[config.mk]
export PLATFORM = sky130hd
export DESIGN_NAME = pipelined_adder
export DESIGN_NICKNAME = d
export VERILOG_FILES = /design/src/rtl/adder_pkg.sv /design/src/rtl/adder_slice.sv /design/src/rtl/pipelined_adder.sv
export SDC_FILE = /design/constraint.sdc
export NUM_CORES = 1
export LEC_CHECK = 0
export CORE_MARGIN = 5
export CORE_UTILIZATION = 35
export CTS_CLUSTER_SIZE = 20
export DETAILED_ROUTE_END_ITERATION = 7
export HOLD_SLACK_MARGIN = 0.06
export PLACE_DENSITY = 0.69
export SETUP_SLACK_MARGIN = 0.2
export SYNTH_ARGS = -nofsm -noshare
export SYNTH_HDL_FRONTEND = slang
export SYNTH_SLANG_ARGS = --single-unit
[constraint.sdc]
create_clock -name clk -period 2.2 [get_ports clk]
set_input_delay 0.33 -clock clk [delete_from_list [all_inputs] [get_ports clk]]
set_output_delay 0.33 -clock clk [all_outputs]
set_load 0.005 [all_outputs]
[src/rtl/adder_pkg.sv]
// Shared definitions for the adder family: saturation mode encodings and
// the signed-overflow / clamp decision helpers.
package adder_pkg;

  typedef enum logic {
    SAT_WRAP  = 1'b0,
    SAT_CLAMP = 1'b1
  } sat_mode_e;

  // Signed overflow: operands agree in sign but the sum does not.
  function automatic logic signed_ovf(input logic a_msb, input logic b_msb, input logic s_msb);
    return (a_msb == b_msb) && (s_msb != a_msb);
  endfunction

  function automatic logic clamp_hit(input logic sat, input logic ovf);
    return (sat == SAT_CLAMP) && ovf;
  endfunction

endpackage

[src/rtl/adder_slice.sv]
// One pipeline stage: adds slice K of the operands with the incoming carry and
// registers the partial result; the final stage also resolves overflow/clamp.
module adder_slice
  import adder_pkg::*;
#(
  parameter int WIDTH  = 32,
  parameter int STAGES = 4,
  parameter int K      = 0
) (
  input  logic             clk,
  input  logic             rst_n,
  input  logic             en,
  input  logic             v_in,
  input  logic [WIDTH-1:0] a_in,
  input  logic [WIDTH-1:0] b_in,
  input  logic [WIDTH-1:0] s_in,
  input  logic             c_in,
  input  logic             sat_in,
  output logic             v_out,
  output logic [WIDTH-1:0] a_out,
  output logic [WIDTH-1:0] b_out,
  output logic [WIDTH-1:0] s_out,
  output logic             c_out,
  output logic             sat_out,
  output logic             ovf_out
);

  localparam int SW    = WIDTH / STAGES;
  localparam bit FINAL = (K == STAGES - 1);

  logic [SW:0]      part;
  logic [WIDTH-1:0] ext;
  logic [WIDTH-1:0] raw;
  logic [WIDTH-1:0] sat_val;
  logic [WIDTH-1:0] s_next;
  logic             ovf;

  assign part = {1'b0, a_in[K*SW +: SW]} + {1'b0, b_in[K*SW +: SW]} + {{SW{1'b0}}, c_in};

  always_comb begin
    ext         = '0;
    ext[SW-1:0] = part[SW-1:0];
  end

  // Upper bits of s_in are still zero here, so OR merges the new slice in.
  assign raw     = s_in | (ext << (K * SW));
  assign ovf     = signed_ovf(a_in[WIDTH-1], b_in[WIDTH-1], raw[WIDTH-1]);
  assign sat_val = {a_in[WIDTH-1], {(WIDTH-1){~a_in[WIDTH-1]}}};
  assign s_next  = (FINAL && clamp_hit(sat_in, ovf)) ? sat_val : raw;

  always_ff @(posedge clk or negedge rst_n) begin
    if (!rst_n) begin
      v_out   <= 1'b0;
      a_out   <= '0;
      b_out   <= '0;
      s_out   <= '0;
      c_out   <= 1'b0;
      sat_out <= 1'b0;
      ovf_out <= 1'b0;
    end else if (en) begin
      v_out   <= v_in;
      a_out   <= a_in;
      b_out   <= b_in;
      s_out   <= s_next;
      c_out   <= part[SW];
      sat_out <= sat_in;
      ovf_out <= FINAL ? ovf : 1'b0;
    end
  end

endmodule

[src/rtl/pipelined_adder.sv]
// Carry-sliced pipelined adder with valid/ready flow control, optional
// saturation and a saturating overflow event counter.
module pipelined_adder
  import adder_pkg::*;
#(
  parameter int WIDTH  = 32,
  parameter int STAGES = 4,
  parameter int CNT_W  = 16
) (
  input  logic             clk,
  input  logic             rst_n,
  input  logic             in_valid,
  output logic             in_ready,
  input  logic [WIDTH-1:0] a,
  input  logic [WIDTH-1:0] b,
  input  logic             cin,
  input  logic             sat,
  output logic             out_valid,
  input  logic             out_ready,
  output logic [WIDTH-1:0] sum,
  output logic             cout,
  output logic             ovf,
  output logic [CNT_W-1:0] ovf_cnt,
  input  logic             cnt_clr
);

  logic             adv;
  logic             v_s   [0:STAGES];
  logic [WIDTH-1:0] a_s   [0:STAGES];
  logic [WIDTH-1:0] b_s   [0:STAGES];
  logic [WIDTH-1:0] s_s   [0:STAGES];
  logic             c_s   [0:STAGES];
  logic             sat_s [0:STAGES];
  logic             ovf_s [0:STAGES-1];

  // The whole pipe moves in lockstep, bubbles included.
  assign adv      = !out_valid || out_ready;
  assign in_ready = adv;

  assign v_s[0]   = in_valid;
  assign a_s[0]   = a;
  assign b_s[0]   = b;
  assign s_s[0]   = '0;
  assign c_s[0]   = cin;
  assign sat_s[0] = sat;

  for (genvar k = 0; k < STAGES; k++) begin : g_stage
    adder_slice #(
      .WIDTH  (WIDTH),
      .STAGES (STAGES),
      .K      (k)
    ) u_slice (
      .clk     (clk),
      .rst_n   (rst_n),
      .en      (adv),
      .v_in    (v_s[k]),
      .a_in    (a_s[k]),
      .b_in    (b_s[k]),
      .s_in    (s_s[k]),
      .c_in    (c_s[k]),
      .sat_in  (sat_s[k]),
      .v_out   (v_s[k+1]),
      .a_out   (a_s[k+1]),
      .b_out   (b_s[k+1]),
      .s_out   (s_s[k+1]),
      .c_out   (c_s[k+1]),
      .sat_out (sat_s[k+1]),
      .ovf_out (ovf_s[k])
    );
  end

  assign out_valid = v_s[STAGES];
  assign sum       = s_s[STAGES];
  assign cout      = c_s[STAGES];
  assign ovf       = ovf_s[STAGES-1];

  always_ff @(posedge clk or negedge rst_n) begin
    if (!rst_n) begin
      ovf_cnt <= '0;
    end else if (cnt_clr) begin
      ovf_cnt <= '0;
    end else if (out_valid && out_ready && ovf && (ovf_cnt != {CNT_W{1'b1}})) begin
      ovf_cnt <= ovf_cnt + 1'b1;
    end
  end

endmodule

==> reports/qor.txt, run 1 <==
LAYOUT
--------------------------------------------------------------------------------------------------
Area delta synth->final .............................................................        38.2%
Total Nets Final ....................................................................         1325
Total non-filler cell area in the finished layout ...................................    13100 µm²
Area occupied by registers ..........................................................     5100 µm²
End-of-flow core utilization ........................................................        0.489
Fraction of layout cells with a size suffix above 1 .................................        0.189
Number of fillers in the final layout ...............................................         2453
Multi-input gate area in the final layout ...........................................     4880 µm²
Ant diodes ..........................................................................            0
Non-filler cells, final .............................................................         1574

TIMING
--------------------------------------------------------------------------------------------------
Count of final setup violators ......................................................            0
Max-slew headroom at the worst pin ..................................................        0.624
Final number of max-transition violations ...........................................            0
Final-report hold violation count ...................................................            0
Maximum clock rate ..................................................................      466 MHz
Transition time of the tightest slew-check pin ......................................       563 ps
Worst clock skew on the final layout ................................................      9.95 ps
Min Tclk post-route .................................................................      2150 ps
Period utilisation layout ...........................................................        0.975
Setup repair after global routing missed its margin .................................          yes

FLOORPLANNING
--------------------------------------------------------------------------------------------------
Placeable Area ......................................................................    26900 µm²
I/O Pins ............................................................................          123
Effective utilization at floorplan ..................................................        0.354
Die area ............................................................................    30600 µm²
Die Span X ..........................................................................       175 µm
Cell Rows ...........................................................................           60
Chip height .........................................................................       175 µm

SETUP PATH
--------------------------------------------------------------------------------------------------
Reg-to-Reg Start .................................................................... g_stage[2].u_slice.a_out[24]
Largest driver fanout on the critical path ..........................................            8
Worst Reg2Reg Path Length in Cells ..................................................            7
Origin of the worst setup path ...................................................... g_stage[2].u_slice.a_out[24]
Category of the worst setup path capture point ......................................    flip-flop
Worst Setup EP ...................................................................... g_stage[3].u_slice.s_out[2]
Required arrival time at the worst endpoint .........................................      2580 ps
Type of origin of the critical path .................................................    flip-flop
Register-to-Register Setup Slack ....................................................        50 ps
Arrival time of the worst setup path ................................................      2530 ps
Endpoint of the most critical register-to-register path ............................. g_stage[3].u_slice.s_out[2]
Critical path start-end classification .............................................. flip-flop to flip-flop

PWR
--------------------------------------------------------------------------------------------------
Internal Power ......................................................................      12.1 mW
Part of the power in combinational logic ............................................        0.471
Clock power share ...................................................................        0.198
Static Leak .........................................................................      6.04 nW
Sw power ............................................................................      7.35 mW
Worst voltage drop across the vdd grid ..............................................       553 µV
Sequential share of power ...........................................................        0.331
Proportion of total power due to net switching ......................................        0.378
Power Density .......................................................................  1480 nW/µm²

SYNTHESIS
--------------------------------------------------------------------------------------------------
Share of flip-flops with an asynchronous set or reset after synthesis ...............         1.00
Warning count from the yosys run ....................................................            0
Post-synthesis cell type count ......................................................           57
Top-count cell post-synth ........................................................... sky130_fd_sc_hd__nand2_1
Leading post-synthesis cells by cell area ........................................... sky130_fd_sc_hd__dfrtp_1 54%, sky130_fd_sc_hd__nand2_1 17%, sky130_fd_sc_hd__ha_1 3.8%
Number of synthesized register bits .................................................          204
Number of nets produced by synthesis ................................................         1177
Main synth FF type .................................................................. sky130_fd_sc_hd__dfrtp_1
Area share of the largest cell type after synthesis .................................        0.537
Mean area per synthesized cell ......................................................     8.89 µm²
Post-synthesis sequential area ratio ................................................        0.537
Post-synthesis instance total .......................................................         1069
Cell type with the highest aggregate area in the netlist ............................ sky130_fd_sc_hd__dfrtp_1
Number of flops mapped to enable cells by yosys .....................................            0
Ranking of synthesized cells by instance count ...................................... 426 x sky130_fd_sc_hd__nand2_1, 204 x sky130_fd_sc_hd__dfrtp_1, 59 x sky130_fd_sc_hd__nor2_1, 38 x sky130_fd_sc_hd__clkbuf_1, 38 x sky130_fd_sc_hd__nor3_1
Post-Syn Area .......................................................................     9510 µm²

CLOCKING
--------------------------------------------------------------------------------------------------
CTS Sinks ...........................................................................          204
Clock transition time at the flip-flop clock pins of the worst setup and hold paths .        60 ps
Maximum level of the CTS H-tree .....................................................            1
Clock tree from TritonCTS ...........................................................        built
Maximum clock path buffer count .....................................................            3
CTS Root Buffer Type ................................................................ sky130_fd_sc_hd__clkbuf_16
Number of clock buffers inserted by TritonCTS .......................................           24
Clock latency reported for the late side of the worst-skew pair .....................       510 ps

GLOBAL ROUTING
--------------------------------------------------------------------------------------------------
Gr usage total ......................................................................        0.154
Maximum number of pins on one net before global-route repair ........................           68
Most heavily used metal layer in global routing .....................................         met2
Global-route wire length before repair ..............................................      39.7 mm
Met3 GRT Util .......................................................................       0.0251
Total global routing overflow .......................................................            0
Fraction of met1 tracks used by global routing ......................................        0.207
Vias in the first global route ......................................................         7814
Met2 Resource Use GR ................................................................        0.259
Number of antenna violations at the first check in global routing ...................            0

PLACE
--------------------------------------------------------------------------------------------------
Placed Instance Area ................................................................    11300 µm²
Estimated wirelength of the detail-placed design ....................................      15.4 mm
Routability congestion estimate .....................................................        0.851
IO buf count ........................................................................          122
Number of placed instances with taps included .......................................         1514

ROUTE
--------------------------------------------------------------------------------------------------
TritonRoute pass-1 iters ............................................................            4
Detail-routed via count per cell ....................................................         4.89
Routed via count ....................................................................         7694
Antenna-violating nets left .........................................................            0
Average routed wire per standard cell ...............................................      15.1 µm
Number of DRC markers after the initial detailed-route iteration ....................          474
Overall routed net length ...........................................................      23.8 mm
Number of remaining DRC errors ......................................................            0

STATUS
--------------------------------------------------------------------------------------------------
Run status ..........................................................................    completed

JOB
--------------------------------------------------------------------------------------------------
Max-cap violations ..................................................................            0

HOLD PATH
--------------------------------------------------------------------------------------------------
Worst hold path startpoint ..........................................................        b[30]
Type of the most critical hold path ................................................. input pin to flip-flop

[power groups by stage]
stage | combinational (mW) | clock (mW) | sequential, mW
6_report | 9.13 | 3.85 | 6.42
5_1_grt | 10.1 | 4.14 | 6.62
4_1_cts | 7.67 | 3.98 | 6.30
3_5_place_dp | 6.72 | 0 | 6.28
3_3_place_gp | 6.51 | 0 | 6.22
2_1_floorplan | 4.38 | 0 | 6.05
[worst min-delay path by stage]
| stage | end | slack [ps] | cells after the start |
|---|---|---|---|
| global placement | g_stage[2].u_slice.a_out[28] | 370 | 1 |
| CTS | g_stage[0].u_slice.a_out[11] | 330 | 3 |
| floorplan | g_stage[0].u_slice.a_out[10] | 30 | 0 |
| global route | g_stage[0].u_slice.b_out[19] | 330 | 3 |
| finish | g_stage[0].u_slice.b_out[30] | 350 | 3 |
| detailed placement | g_stage[2].u_slice.b_out[28] | 380 | 1 |
[area by class of cell]
type                            count  share of cell area
Sequential cell                   204               0.388
Multi-Input combinational cell    780               0.372
Timing Repair Buffer              174               0.139
Clock buffer                       33              0.0529
Tap cell                          341              0.0325
Inverter                           33             0.00981
Clock inverter                      9             0.00600
[critical path, stage by stage, from the launching register on]
cell	delay (ps)
sky130_fd_sc_hd__dfrtp_1	400
sky130_fd_sc_hd__fa_2	420
sky130_fd_sc_hd__a211o_4	360
sky130_fd_sc_hd__a21oi_4	240
sky130_fd_sc_hd__nor3_4	120
sky130_fd_sc_hd__buf_12	170
sky130_fd_sc_hd__nor3_1	230
sky130_fd_sc_hd__a211oi_2	80
[registers in the layout (all words and copies together) (netlist names)]
signal / count
g_stage.u_slice.b_out: 48
g_stage.u_slice.sat_out: 3
g_stage.u_slice.ovf_out: 1
g_stage.u_slice.a_out: 48
g_stage.u_slice.c_out: 4
ovf_cnt: 16
g_stage.u_slice.v_out: 4
g_stage.u_slice.s_out: 80
[per-layer routing]
layer  share of wire  routed length, µm  vias to the layer above
li1                -                  -                     3821
met1            0.45              10700                     3698
met2            0.49              11600                      134
met3           0.038                904                       41
met4           0.028                673                        0
met5               0                  0                        -
[metrics by stage]
stage | setup slack, ps | TNS [ps] | hold slack (ps) | total power [mW]
global route | -65.0 | -106 | 335 | 20.9
global placement | -296 | -831 | 374 | 12.7
detailed placement | -403 | -1240 | 383 | 13.0
finish | 54.2 | 0 | 354 | 19.4
CTS | 57.5 | 0 | 328 | 18.0
floorplan | 115 | 0 | 34.4 | 10.4
[cell usage in the layout, fill, tap and decap left out, types with 5 or more instances in the layout]
cell type and count:
sky130_fd_sc_hd__nor3_4 9, sky130_fd_sc_hd__ha_1 25, sky130_fd_sc_hd__clkdlybuf4s50_1 120, sky130_fd_sc_hd__inv_1 26, sky130_fd_sc_hd__nor3_2 18, sky130_fd_sc_hd__o31ai_1 5, sky130_fd_sc_hd__clkbuf_8 5, sky130_fd_sc_hd__o21ai_0 19
sky130_fd_sc_hd__fa_2 6, sky130_fd_sc_hd__a211oi_1 7, sky130_fd_sc_hd__nand3_1 9, sky130_fd_sc_hd__nand2_1 401, sky130_fd_sc_hd__and3_1 5, sky130_fd_sc_hd__buf_12 9, sky130_fd_sc_hd__nand3_2 5, sky130_fd_sc_hd__buf_6 5
sky130_fd_sc_hd__o211ai_1 5, sky130_fd_sc_hd__nand2_4 25, sky130_fd_sc_hd__clkinv_2 5, sky130_fd_sc_hd__dfrtp_1 204, sky130_fd_sc_hd__xor2_1 11, sky130_fd_sc_hd__clkbuf_16 28, sky130_fd_sc_hd__inv_2 6, sky130_fd_sc_hd__nand4_1 6
sky130_fd_sc_hd__xnor2_1 13, sky130_fd_sc_hd__a21oi_1 20, sky130_fd_sc_hd__a211oi_2 29, sky130_fd_sc_hd__nor2_1 57, sky130_fd_sc_hd__buf_4 33, sky130_fd_sc_hd__nor3_1 11, sky130_fd_sc_hd__or3_1 12
[cell families (layout without fill, tap and decap cells)]
logic type               after synthesis  in the layout  share of synthesized area
multiplexers                           2              2                    0.00263
XOR/XNOR                              25             25                     0.0230
AO/OA/AOI/OAI                        130            130                     0.0922
AND/OR/NAND/NOR                      586            586                      0.255
buffers and inverters                 85            249                     0.0349
flip-flops                           204            204                      0.537
adder cells (fa/ha/maj)               37             37                     0.0550
[repair_timing]
item                                    4_1_cts  5_1_grt
pin swaps                                    30       56
resized for setup                            78      109
hold buffers                                  1        0
setup buffers                                 9        3
endpoints found under the setup margin       40       44
hold endpoints to repair                     57        0
gates cloned                                  2        3
Note: power is estimated with default switching activity, not from simulation.
==> run 2: changes to the inputs <==
Settings changed: CORE_UTILIZATION 35 to 50, PLACE_DENSITY 0.69 to 0.88, SKIP_CTS_REPAIR_TIMING from default to 1, SLEW_MARGIN from default to 5.
==> reports/qor.txt, run 2 (same netlist as run 1, synthesis figures left out) <==
PWR
--------------------------------------------------------------------------------------------------
Worst voltage drop across the vdd grid ..............................................       730 µV   +32%
Power Density .......................................................................  1480 nW/µm²   +0.28%
Static Leak .........................................................................      5.92 nW   -2.1%

GLOBAL ROUTING
--------------------------------------------------------------------------------------------------
Gr usage total ......................................................................        0.204   +0.0496
Total global routing overflow .......................................................            0   unchanged
Number of antenna violations at the first check in global routing ...................            0   unchanged
Maximum number of pins on one net before global-route repair ........................          138   +100%
Vias in the first global route ......................................................         7713   -1.3%
Global-route wire length before repair ..............................................      37.5 mm   -5.6%

STATUS
--------------------------------------------------------------------------------------------------
Failing checks ...................................................................... negative setup slack
Run status .......................................................................... finished, violations left

TIMING
--------------------------------------------------------------------------------------------------
Count of final setup violators ......................................................            3   +3
Period utilisation layout ...........................................................         1.03   +0.0511
Final-report hold violation count ...................................................            0   unchanged
Final number of max-transition violations ...........................................            0   unchanged
Worst clock skew on the final layout ................................................      10.8 ps   +0.817 ps
Final worst slack ...................................................................     -58.3 ps   -112 ps
Maximum clock rate ..................................................................      443 MHz   -5.0%
Transition time of the tightest slew-check pin ......................................      1420 ps   +860 ps
Max-slew headroom at the worst pin ..................................................       0.0504   -0.574
Min Tclk post-route .................................................................      2260 ps   +112 ps
Setup repair after global routing missed its margin .................................          yes

SETUP PATH
--------------------------------------------------------------------------------------------------
Type of origin of the critical path .................................................    flip-flop
Cell at the slowest stage of the critical path ...................................... sky130_fd_sc_hd__dfrtp_1
Largest driver fanout on the critical path ..........................................            2   -6
CP max stage delay ..................................................................       390 ps   -30 ps
Cell chain of the critical path ..................................................... inv_1, fa_2, inv_2, fa_2, a21o_1, a21oi_2, nor2_1, o311a_1, o41a_1
Buf/Inv on CP .......................................................................            2   +1
Arrival time of the worst setup path ................................................      2630 ps   +100 ps
Critical path start-end classification .............................................. flip-flop to flip-flop
Register-to-Register Setup Slack ....................................................       -60 ps   -110 ps
Kind of cell adding the most delay to the critical path ............................. compound AO/OA/AOI/OAI gates
Most frequent cell on the critical path ............................................. sky130_fd_sc_hd__fa_2
Required arrival time at the worst endpoint .........................................      2570 ps   about the same
Category of the worst setup path capture point ......................................    flip-flop

ROUTE
--------------------------------------------------------------------------------------------------
Average routed wire per standard cell ...............................................      16.9 µm   +11%
Number of DRC markers after the initial detailed-route iteration ....................          636   +34%
Routed via count ....................................................................         8099   +5.3%
Antenna-violating nets left .........................................................            0   unchanged
Overall routed net length ...........................................................      24.6 mm   +3.4%
Number of remaining DRC errors ......................................................            0   unchanged
TritonRoute pass-1 iters ............................................................            5   +1
Detail-routed via count per cell ....................................................         5.55   +13%

CLOCKING
--------------------------------------------------------------------------------------------------
Maximum clock path buffer count .....................................................            3   unchanged
Maximum level of the CTS H-tree .....................................................            1   unchanged
CTS Root Buffer Type ................................................................ sky130_fd_sc_hd__clkbuf_16
CTS Sinks ...........................................................................          204   unchanged
Number of clock buffers inserted by TritonCTS .......................................           22   -8.3%
Clock tree from TritonCTS ...........................................................        built
Clock transition time at the flip-flop clock pins of the worst setup and hold paths .        60 ps   about the same
Clock latency reported for the late side of the worst-skew pair .....................       500 ps   about the same

FLOORPLANNING
--------------------------------------------------------------------------------------------------
Cell Rows ...........................................................................           50   -17%
Placeable Area ......................................................................    18700 µm²   -30%
I/O Pins ............................................................................          123   unchanged
Effective utilization at floorplan ..................................................        0.508   +0.155
Chip height .........................................................................       148 µm   -15%
Die area ............................................................................    21900 µm²   -28%
Die Span X ..........................................................................       148 µm   -15%

PLACE
--------------------------------------------------------------------------------------------------
Estimated wirelength of the detail-placed design ....................................      14.9 mm   -3.4%
Number of placed instances with taps included .......................................         1401   -7.5%
Routability congestion estimate .....................................................        0.836   -1.7%
Worst setup slack before clock tree synthesis .......................................      -341 ps   +62.5 ps
IO buf count ........................................................................          122   unchanged

HOLD PATH
--------------------------------------------------------------------------------------------------
Type of the most critical hold path ................................................. input pin to flip-flop

LAYOUT
--------------------------------------------------------------------------------------------------
Largest registers ................................................................... g_stage.u_slice.s_out (80), g_stage.u_slice.a_out (48), g_stage.u_slice.b_out (48)
Area delta synth->final .............................................................        33.4%
Ant diodes ..........................................................................            0   unchanged
Most frequent cells in the layout ................................................... 411 x sky130_fd_sc_hd__nand2_1, 204 x sky130_fd_sc_hd__dfrtp_1, 120 x sky130_fd_sc_hd__clkdlybuf4s50_1
Total Nets Final ....................................................................         1318   -0.53%
Flip-flop count of the largest register after layout ................................           80   unchanged
Number of fillers in the final layout ...............................................         1307   -47%
Fraction of layout cells with a size suffix above 1 .................................        0.157   -0.0324
Non-filler cells, final .............................................................         1460   -7.2%
Commonest non-fill, non-tap cell in the layout ...................................... sky130_fd_sc_hd__nand2_1
Reg with most FFs ................................................................... g_stage.u_slice.s_out

JOB
--------------------------------------------------------------------------------------------------
Max-cap violations ..................................................................            0   unchanged

## run 2: cell count changes in the layout (fill, tap and decap cells not counted), sizes merged
cell          before  now
buf               48   45
clkbuf            37   34
clkinv             5    6
clkinvlp           2    1
dlygate4sd2        1    0
dlymetal6s2s       0    1
inv               34   33
## run 2: final cells by class
type,count,area (µm²),share of cell area
clock buffers,32,649,0.0512
clock inverters,8,71.3,0.00562
multi-input cells,780,4670,0.368
repair buffers,169,1770,0.139
flip-flops and latches,204,5100,0.403
well taps,234,293,0.0231
inverters,33,129,0.0102
## run 2: path summary, 6_finish.rpt
path	start	endpoint	depth (start not counted)
max	g_stage[1].u_slice.c_out	g_stage[2].u_slice.c_out	9
min	a[21]	g_stage[0].u_slice.a_out[21]	3
max reg2reg	g_stage[1].u_slice.c_out	g_stage[2].u_slice.c_out	9
min reg2reg	g_stage[2].u_slice.v_out	g_stage[3].u_slice.v_out	1
max in group asynchronous	rst_n	g_stage[2].u_slice.s_out[23]	3
min in group asynchronous	rst_n	g_stage[0].u_slice.a_out[28]	2
## run 2: where the power goes
part	switching [mW]	internal, mW
clock	1.48	2.17
combinational	4.63	4.10
sequential	1.13	5.29
## run 2: worst reg2reg max path: cells and delay by family (launching register included)
family	cells	cell delay [ps]
and+or+nand+nor	1	60
AOI/OAI and AO/OA	4	1020
DFF	1	390
adders and majority gates	2	550
buffers and inverters	2	130
## run 2: per-stage QoR
| step | hold WS, ps | instance area (µm²) | setup TNS (ps) | power (mW) | util |
|---|---|---|---|---|---|
| floorplan | 34.4 | 9510 | 0 | 10.4 | - |
| global placement | 390 | 11200 | -964 | 12.5 | 0.597 |
| detailed placement | 397 | 11200 | -1700 | 12.9 | 0.597 |
| CTS | -130 | 11900 | -191 | 16.6 | 0.635 |
| global route | 361 | 12700 | -1500 | 20.0 | 0.678 |
| finish | 362 | 12700 | -72.8 | 18.8 | 0.678 |
## run 2: routing by layer
metal | track usage | wire length [µm] | share of wire
met4 | 0.0702 | 954 | 0.039
met2 | 0.347 | 12500 | 0.51
met3 | 0.0300 | 1550 | 0.063
met5 | 0 | 0 | 0
met1 | 0.269 | 9630 | 0.39
